`src/rtl/pipe_stage_reg.sv`:
```
// Elastic DEPTH-stage pipeline register with valid/ready back-pressure, flush-to-bubble and occupancy.
// Optional PIPE_STAT_EN macro adds saturating stall/flush cycle counters as extra output ports.
module pipe_stage_reg #(
    parameter int DATA_W = 160,
    parameter int CTRL_W = 13,
    parameter int DEPTH  = 1
) (
    input  logic              clk,
    input  logic              rst,
    input  logic              in_valid,
    output logic              in_ready,
    input  logic [CTRL_W-1:0] in_ctrl,
    input  logic [DATA_W-1:0] in_data,
    input  logic              flush,
    output logic              out_valid,
    input  logic              out_ready,
    output logic [CTRL_W-1:0] out_ctrl,
    output logic [DATA_W-1:0] out_data,
    output logic [2:0]        occupancy
`ifdef PIPE_STAT_EN
    ,
    output logic [31:0]       stall_cnt,
    output logic [31:0]       flush_cnt
`endif
);

    logic [DEPTH-1:0]  valid_q;
    logic [DEPTH-1:0]  valid_d;
    logic [CTRL_W-1:0] ctrl_q [DEPTH];
    logic [CTRL_W-1:0] ctrl_d [DEPTH];
    logic [DATA_W-1:0] data_q [DEPTH];
    logic [DATA_W-1:0] data_d [DEPTH];
    logic [DEPTH:0]    adv;
    logic              accept;
    logic [2:0]        occ_q;
    logic [2:0]        occ_d;

    // A stage may move if it is empty or anything downstream of it can move.
    always_comb begin
        logic chain;
        chain      = out_ready;
        adv        = '0;
        adv[DEPTH] = out_ready;
        for (int i = DEPTH - 1; i >= 0; i--) begin
            chain  = chain | ~valid_q[i];
            adv[i] = chain;
        end
    end

    assign in_ready = adv[0] & ~flush;
    assign accept   = in_valid & in_ready;

    always_comb begin
        valid_d = valid_q;
        for (int i = 0; i < DEPTH; i++) begin
            ctrl_d[i] = ctrl_q[i];
            data_d[i] = data_q[i];
        end
        if (flush) begin
            valid_d = '0;
            for (int i = 0; i < DEPTH; i++) begin
                ctrl_d[i] = '0;
            end
        end else begin
            if (adv[0]) begin
                valid_d[0] = accept;
                ctrl_d[0]  = accept ? in_ctrl : '0;
                if (accept) begin
                    data_d[0] = in_data;
                end
            end
            // Emptied stages keep stale data but always carry zero control.
            for (int i = 1; i < DEPTH; i++) begin
                if (adv[i]) begin
                    valid_d[i] = valid_q[i-1];
                    ctrl_d[i]  = valid_q[i-1] ? ctrl_q[i-1] : '0;
                    if (valid_q[i-1]) begin
                        data_d[i] = data_q[i-1];
                    end
                end
            end
        end
    end

    always_comb begin
        occ_d = '0;
        for (int i = 0; i < DEPTH; i++) begin
            occ_d = occ_d + 3'(valid_d[i]);
        end
    end

    always_ff @(posedge clk) begin
        if (rst) begin
            valid_q <= '0;
            occ_q   <= '0;
            for (int i = 0; i < DEPTH; i++) begin
                ctrl_q[i] <= '0;
                data_q[i] <= '0;
            end
        end else begin
            valid_q <= valid_d;
            occ_q   <= occ_d;
            for (int i = 0; i < DEPTH; i++) begin
                ctrl_q[i] <= ctrl_d[i];
                data_q[i] <= data_d[i];
            end
        end
    end

    assign out_valid = valid_q[DEPTH-1];
    assign out_ctrl  = ctrl_q[DEPTH-1];
    assign out_data  = data_q[DEPTH-1];
    assign occupancy = occ_q;

`ifdef PIPE_STAT_EN
    // Both counters stick at all-ones rather than wrapping.
    always_ff @(posedge clk) begin
        if (rst) begin
            stall_cnt <= '0;
            flush_cnt <= '0;
        end else begin
            if (out_valid && !out_ready && stall_cnt != 32'hFFFF_FFFF) begin
                stall_cnt <= stall_cnt + 32'd1;
            end
            if (flush && flush_cnt != 32'hFFFF_FFFF) begin
                flush_cnt <= flush_cnt + 32'd1;
            end
        end
    end
`endif

endmodule

```
`config.mk`:
```
export PLATFORM = sky130hd
export DESIGN_NAME = pipe_stage_reg
export DESIGN_NICKNAME = d
export VERILOG_FILES = /design/src/rtl/pipe_stage_reg.sv
export SDC_FILE = /design/constraint.sdc
export NUM_CORES = 1
export LEC_CHECK = 0
export BUFFER_PORTS_ARGS = -buffer_cell sky130_fd_sc_hd__buf_2
export CORE_AREA = 3 3 136 138
export DETAILED_ROUTE_END_ITERATION = 8
export DIE_AREA = 0 0 139 141
export PLACE_DENSITY = 0.76
export SYNTH_ARGS = -nofsm -noshare
export SYNTH_HDL_FRONTEND = slang
export SYNTH_SLANG_ARGS = --single-unit
```
`constraint.sdc`:
```
create_clock -name clk -period 1.85 [get_ports clk]
set_clock_uncertainty 0.05 [all_clocks]
set_input_delay 0 -clock clk [delete_from_list [all_inputs] [get_ports clk]]
set_output_delay 0 -clock clk [all_outputs]
set_load 0.01 [all_outputs]
```
==> impl_metrics.toml, run 1 <==
[run_status]
status = "finished clean"

[sta]
hold_violations = 0
hold-worst-slack_ps = 11.5
timing.final.crit_share_pct = 88.0
worstMarginPinSlew_ps = 744
setup_repair_after_global_routing_missed_its_margin = "no"
finalSetupViolCount = 0
clock.fmax_ghz = 0.614
timing.setup.tns_ps = 0
drv_slew = 0
timing.max_slew.rel_slack_pct = 50.2
period_needed_ps = 1630

[final_layout]
multi_input_area_mm2 = 0.00381
area_growth_pct = 55.9
fill_cell_instance_count_of_the_final_layout = 1234
layout.nets = 1414
drive_gt1_share_pct = 32.1
finalCoreUtilization_pct = 68.7
seqCellArea_mm2 = 0.00348
finish.cell_count_without_fillers = 1474
insertedDiodeCount = 0

[logic_synthesis]
yosys.cell_types.count = 14
ys_seq_area_share_pct = 45.7
synthesis.area_mm2 = 0.00762
postSynthAreaPerCell_um2 = 10.4
synthDominantCellAreaShare_pct = 45.7
synthMostInstantiatedCell = "nand2b_1"
ys.flop_type = "dfxtp_1"
ys_ff_latch = 174
ys.warnings.count = 0
synth_area_leader_cell = "dfxtp_1"
top_cells_by_area_in_the_synthesized_netlist = "dfxtp_1, nand2b_1, mux2i_1"
synth.cells.most_frequent = "nand2b_1, dfxtp_1, mux2i_1"
number_of_enable_flip_flop_cells_after_synthesis = 0
netlist_instances = 734
synth_async_sr_flop_share_pct = 0

[die]
start_util_pct = 44.0
fp.dieH_um = 141
die_w_um = 139
core.rowCount = 48
core_region_area_mm2 = 0.0173
io_pins = 356
floorplan.die_area_mm2 = 0.0196

[worst_setup_path]
worst-endpoint-arrival_ps = 1900
start_kind = "register"
timing.critical_path.fanout_max = 33
critical_path_required_ps = 2130
end_kind = "register"
worst-setup-path-type = "reg -> reg"

[power]
pwr-share-seq_pct = 44.4
power.density_mw_per_mm2 = 765
switchingPower_w = 0.00226
cellLeakagePower_nw = 5.45
vdd_ir_drop_max_mv = 0.724
clkPwrFrac_pct = 39.6
p_sw_share_pct = 24.9
power_report.internal_total_w = 0.00683
part_of_the_power_in_combinational_logic_pct = 16.0

[cts]
cts_buffers = 17
tritoncts = "yes"
path_clk_slew_ps = 70
postCtsSetupBuffers = 0
cts_sinks = 174
clockBufferDepth = 2
worst_skew_late_latency_ps = 420
clock-root-buffer = "clkbuf_16"
ctsHtreeMaxLevel = 4

[route]
vias = 6854
drt_first_iter_violations = 226
post_drt_wl_per_cell_um = 15.6
via_per_inst = 4.65
drc_errors = 0
totalWireLength_um = 22900
drt_first_pass_iters = 4
antenna_left = 0

[grt]
first_global_vias = 7271
grt_start_max_net_pins = 167
grt_pass1_wl_um = 36400
track_usage_pct = 22.8
antenna_found_initial = 0
gr_ovfl_total = 0

[placed_design]
place.port_buffers = 353
detailed_place_hpwl_um = 13800
globalplace.congestion = 0.840
post-place-cells = 1267

[worst_hold_path]
worst_hold_path_type = "in -> reg"

[job]
cap_viol_max_count = 0
[registers in the layout, indices dropped and copies added, names as in the netlist]
name / cells
data_q: 160
occupancy: 1
ctrl_q: 13
[layout by cell type, fill, tap and decap left out]
cell type / Yosys / routed
nor2b_4: 1 / 1
nor4b_4: 0 / 1
dlygate4sd3_1: 0 / 175
clkinv_2: 0 / 1
clkbuf_1: 32 / 1
dfxtp_1: 174 / 174
buf_6: 11 / 1
buf_4: 9 / 6
nand2b_1: 320 / 320
nor2_1: 2 / 2
clkbuf_8: 0 / 1
a22o_1: 13 / 13
nor3b_4: 0 / 1
mux2i_1: 160 / 160
bufinv_16: 0 / 2
nor3b_2: 2 / 1
clkbuf_16: 0 / 17
nor3_1: 1 / 1
buf_2: 7 / 352
inv_6: 0 / 5
conb_1: 1 / 2
buf_12: 0 / 7
clkinv_4: 0 / 5
[critical path: stages (launching register included)]
cell	delay [ps]
dfxtp_1	320
nor2b_4	150
nor3b_4	210
buf_12	240
buf_12	270
mux2i_1	280
[through the flow]
step                      instance area (um^2)  total power, W  setup WS, ps
final                                    11900         0.00909           222
after global routing                     11900         0.00947           145
after CTS                                11900         0.00917          71.9
after detailed placement                  9520         0.00525          97.3
after global placement                    9520         0.00523           121
after floorplan                           7620         0.00476           461
[power groups by stage]
stage,Clock [W],Sequential [W],Combinational [W]
final,0.00360,0.00403,0.00146
after global routing,0.00385,0.00405,0.00157
after CTS,0.00371,0.00403,0.00143
after detailed placement,0,0.00411,0.00114
after global placement,0,0.00411,0.00112
after floorplan,0,0.00420,0.000562
[logic make-up after synthesis]
kind of cell	count (synthesis)	share of synthesized area [%]
other	1	0.0492
AOI/OAI and AO/OA	13	1.49
and+or+nand+nor	327	27.2
DFF	174	45.7
muxes	160	21.0
buffers and inverters	59	4.55
[path summary, 6_finish.rpt]
| kind | cells past startpoint | from | slack (ps) | end |
|---|---|---|---|---|
| min | 3 | rst | 10 | ctrl_q[0][2] |
| max reg2reg | 5 | occupancy[0] | 220 | data_q[0][79] |
| min reg2reg | 2 | data_q[0][123] | 420 | data_q[0][123] |
| max | 5 | occupancy[0] | 220 | data_q[0][79] |
[routing by layer]
layer  vias to the layer above  wire length, um  track usage (%)
met4                         0             1090             12.5
li1                       3375                -                -
met5                         -                0                0
met3                        82             1530             6.45
met1                      3118             8900             24.4
met2                       279            11400             40.5
[cell type report]
type                    count  share of cell area [%]
clock buffers              19                    3.73
well taps                 225                    2.37
repair buffers            541                    31.2
clock inverters            13                    1.29
flip-flops and latches    174                    29.3
multi-input cells         502                    32.0
[timing repair]
item | CTS | global route
endpoints found under the hold margin | 174 | 0
hold buffers | 175 | 0
resized for setup | 0 | 1
endpoints found under the setup margin | 0 | 13
Power figures use the tool's default switching activity.
==> inputs of run 2 (changes only) <==
Settings changed: CORE_AREA 3 3 136 138 to not set, CORE_ASPECT_RATIO set to 1.5, CORE_MARGIN set to 3, CORE_UTILIZATION set to 41, DIE_AREA 0 0 139 141 to not set, PLACE_DENSITY 0.76 to 0.73.
==> run 2 against run 1 <==
  * Critical path depth stayed put
  * Wire length is 2.9% lower
  * Die area is 3.5% higher
  * Sequential share of layout area is 0.080 points lower
  * Cell count is 2.0% higher
  * Register-to-register slack hardly changed
  * Fmax is 0.44% lower
  * First-iteration DRC count is 39% higher
  * Clock-buffer cell count stayed put
  * Sequential power hardly changed
  * Largest cell class unchanged
  * Largest power group unchanged
==> impl_metrics.toml, run 2 (synthesis gave the netlist of run 1 again) <==
[worst_setup_path]
worst-setup-path-type = "reg -> reg"
r2r-start = "occupancy[0]"
worst-endpoint-arrival_ps = 1920
timing.critical_path.from = "occupancy[0]"
timing.critical_path.fanout_max = 27
start_kind = "register"
critical_path_required_ps = 2130
end_kind = "register"

[route]
vias = 6878
antenna_left = 0
post_drt_wl_per_cell_um = 14.8
drt_first_pass_iters = 4
via_per_inst = 4.58
totalWireLength_um = 22300
drt_first_iter_violations = 314
drc_errors = 0

[cts]
clockBufferDepth = 2
cts_sinks = 174
tritoncts = "yes"
cts_buffers = 17
worst_skew_late_latency_ps = 410
postCtsSetupBuffers = 0
path_clk_slew_ps = 70
ctsHtreeMaxLevel = 4
clock-root-buffer = "clkbuf_16"

[final_layout]
largest_register_ffs = 160
layout.nets = 1421
postLayoutCellArea_mm2 = 0.0119
area_growth_pct = 56.3
mostFrequentLayoutCells = "buf_2, nand2b_1, dlygate4sd3_1"
registers.top_by_ff_count = "data_q"
insertedDiodeCount = 0
fill_cell_instance_count_of_the_final_layout = 1346
drive_gt1_share_pct = 32.4
layout_commonest_cell = "buf_2"

[power]
power.density_mw_per_mm2 = 740
fin_total_pwr_w = 0.00882
cellLeakagePower_nw = 5.45
vdd_ir_drop_max_mv = 0.530

[placed_design]
placedInstanceArea_mm2 = 0.00959
globalplace.congestion = 0.851
pre_cts_ws_ps = 91.1
detailed_place_hpwl_um = 14100
place.port_buffers = 353

[die]
start_util_pct = 42.1
floorplan.die_area_mm2 = 0.0203
core.rowCount = 60
core_region_area_mm2 = 0.0181
fp.dieH_um = 173
io_pins = 356
die_w_um = 117

[grt]
first_global_vias = 7083
grt_pass1_wl_um = 34600
antenna_found_initial = 0
grt_start_max_net_pins = 182
track_usage_pct = 21.3
gr_ovfl_total = 0

[sta]
hold-worst-slack_ps = 104
worstMarginPinSlew_ps = 717
drv_slew = 0
finalSetupViolCount = 0
timing.final.crit_share_pct = 88.4
timing.setup.tns_ps = 0
period_needed_ps = 1640
timing.max_slew.rel_slack_pct = 52.0
final_critical_path_setup_slack_ps = 215
hold_violations = 0
setup_repair_after_global_routing_missed_its_margin = "no"
clock.fmax_ghz = 0.612

[job]
cap_viol_max_count = 0

[worst_hold_path]
worst_hold_path_type = "in -> reg"
hold_path.startpoint = "in_valid"

[run_status]
status = "finished clean"
[run 2: cell types whose count changed in the layout (fill, tap and decap cells not counted), sizes merged]
cell / previous run / this run
clkinvlp: 0 / 3
dlygate4sd3: 175 / 176
inv: 5 / 6
bufinv: 2 / 0
buf: 366 / 372
clkinv: 6 / 3
[run 2: power breakdown]
| part | total, W | internal (W) | switching (W) |
|---|---|---|---|
| clock | 0.00333 | 0.00178 | 0.00155 |
| sequential | 0.00403 | 0.00394 | 0.0000956 |
| combinational | 0.00146 | 0.000843 | 0.000616 |
[run 2: cell type report]
class / instances / area, um^2 / share of cell area (%)
clock inverters: 12 / 101 / 0.851
clock buffers: 19 / 443 / 3.72
well taps: 248 / 310 / 2.61
multi-input cells: 502 / 3810 / 32.0
flip-flops and latches: 174 / 3480 / 29.2
repair buffers: 548 / 3760 / 31.6
[run 2: worst paths after layout]
kind / end / slack, ps / depth (start not counted)
max: data_q[0][69] / 210 / 5
min: ctrl_q[0][11] / 100 / 3
max reg2reg: data_q[0][69] / 210 / 5
min reg2reg: data_q[0][24] / 420 / 2
[run 2: what timing repair did]
action | 4_1_cts | 5_1_grt
hold buffers | 175 | 1
gates resized for setup | 0 | 1
endpoints found under the setup margin | 0 | 13
endpoints found under the hold margin | 174 | 1
[run 2: worst max-delay path, stage by stage, from the launching register on]
cell	delay, ps
dfxtp_1	330
nor2b_4	150
nor3b_4	290
buf_12	260
buf_12	210
mux2i_1	230
[run 2: per-layer routing]
metal / global-route usage [%] / share of wire (%) / vias to the layer above
met5: 0 / 0 / -
met4: 10.9 / 4.5 / 0
met3: 5.29 / 6.5 / 67
met2: 38.1 / 51 / 270
met1: 22.4 / 38 / 3152
li1: - / - / 3389
[run 2: stage by stage]
| stage | instances | utilization [%] |
|---|---|---|
| detailed placement | 1296 | 53.0 |
| global placement | 1296 | 53.0 |
| CTS | 1502 | 65.7 |
| finish | 1503 | 65.8 |
| floorplan | 735 | - |
| global route | 1503 | 65.8 |
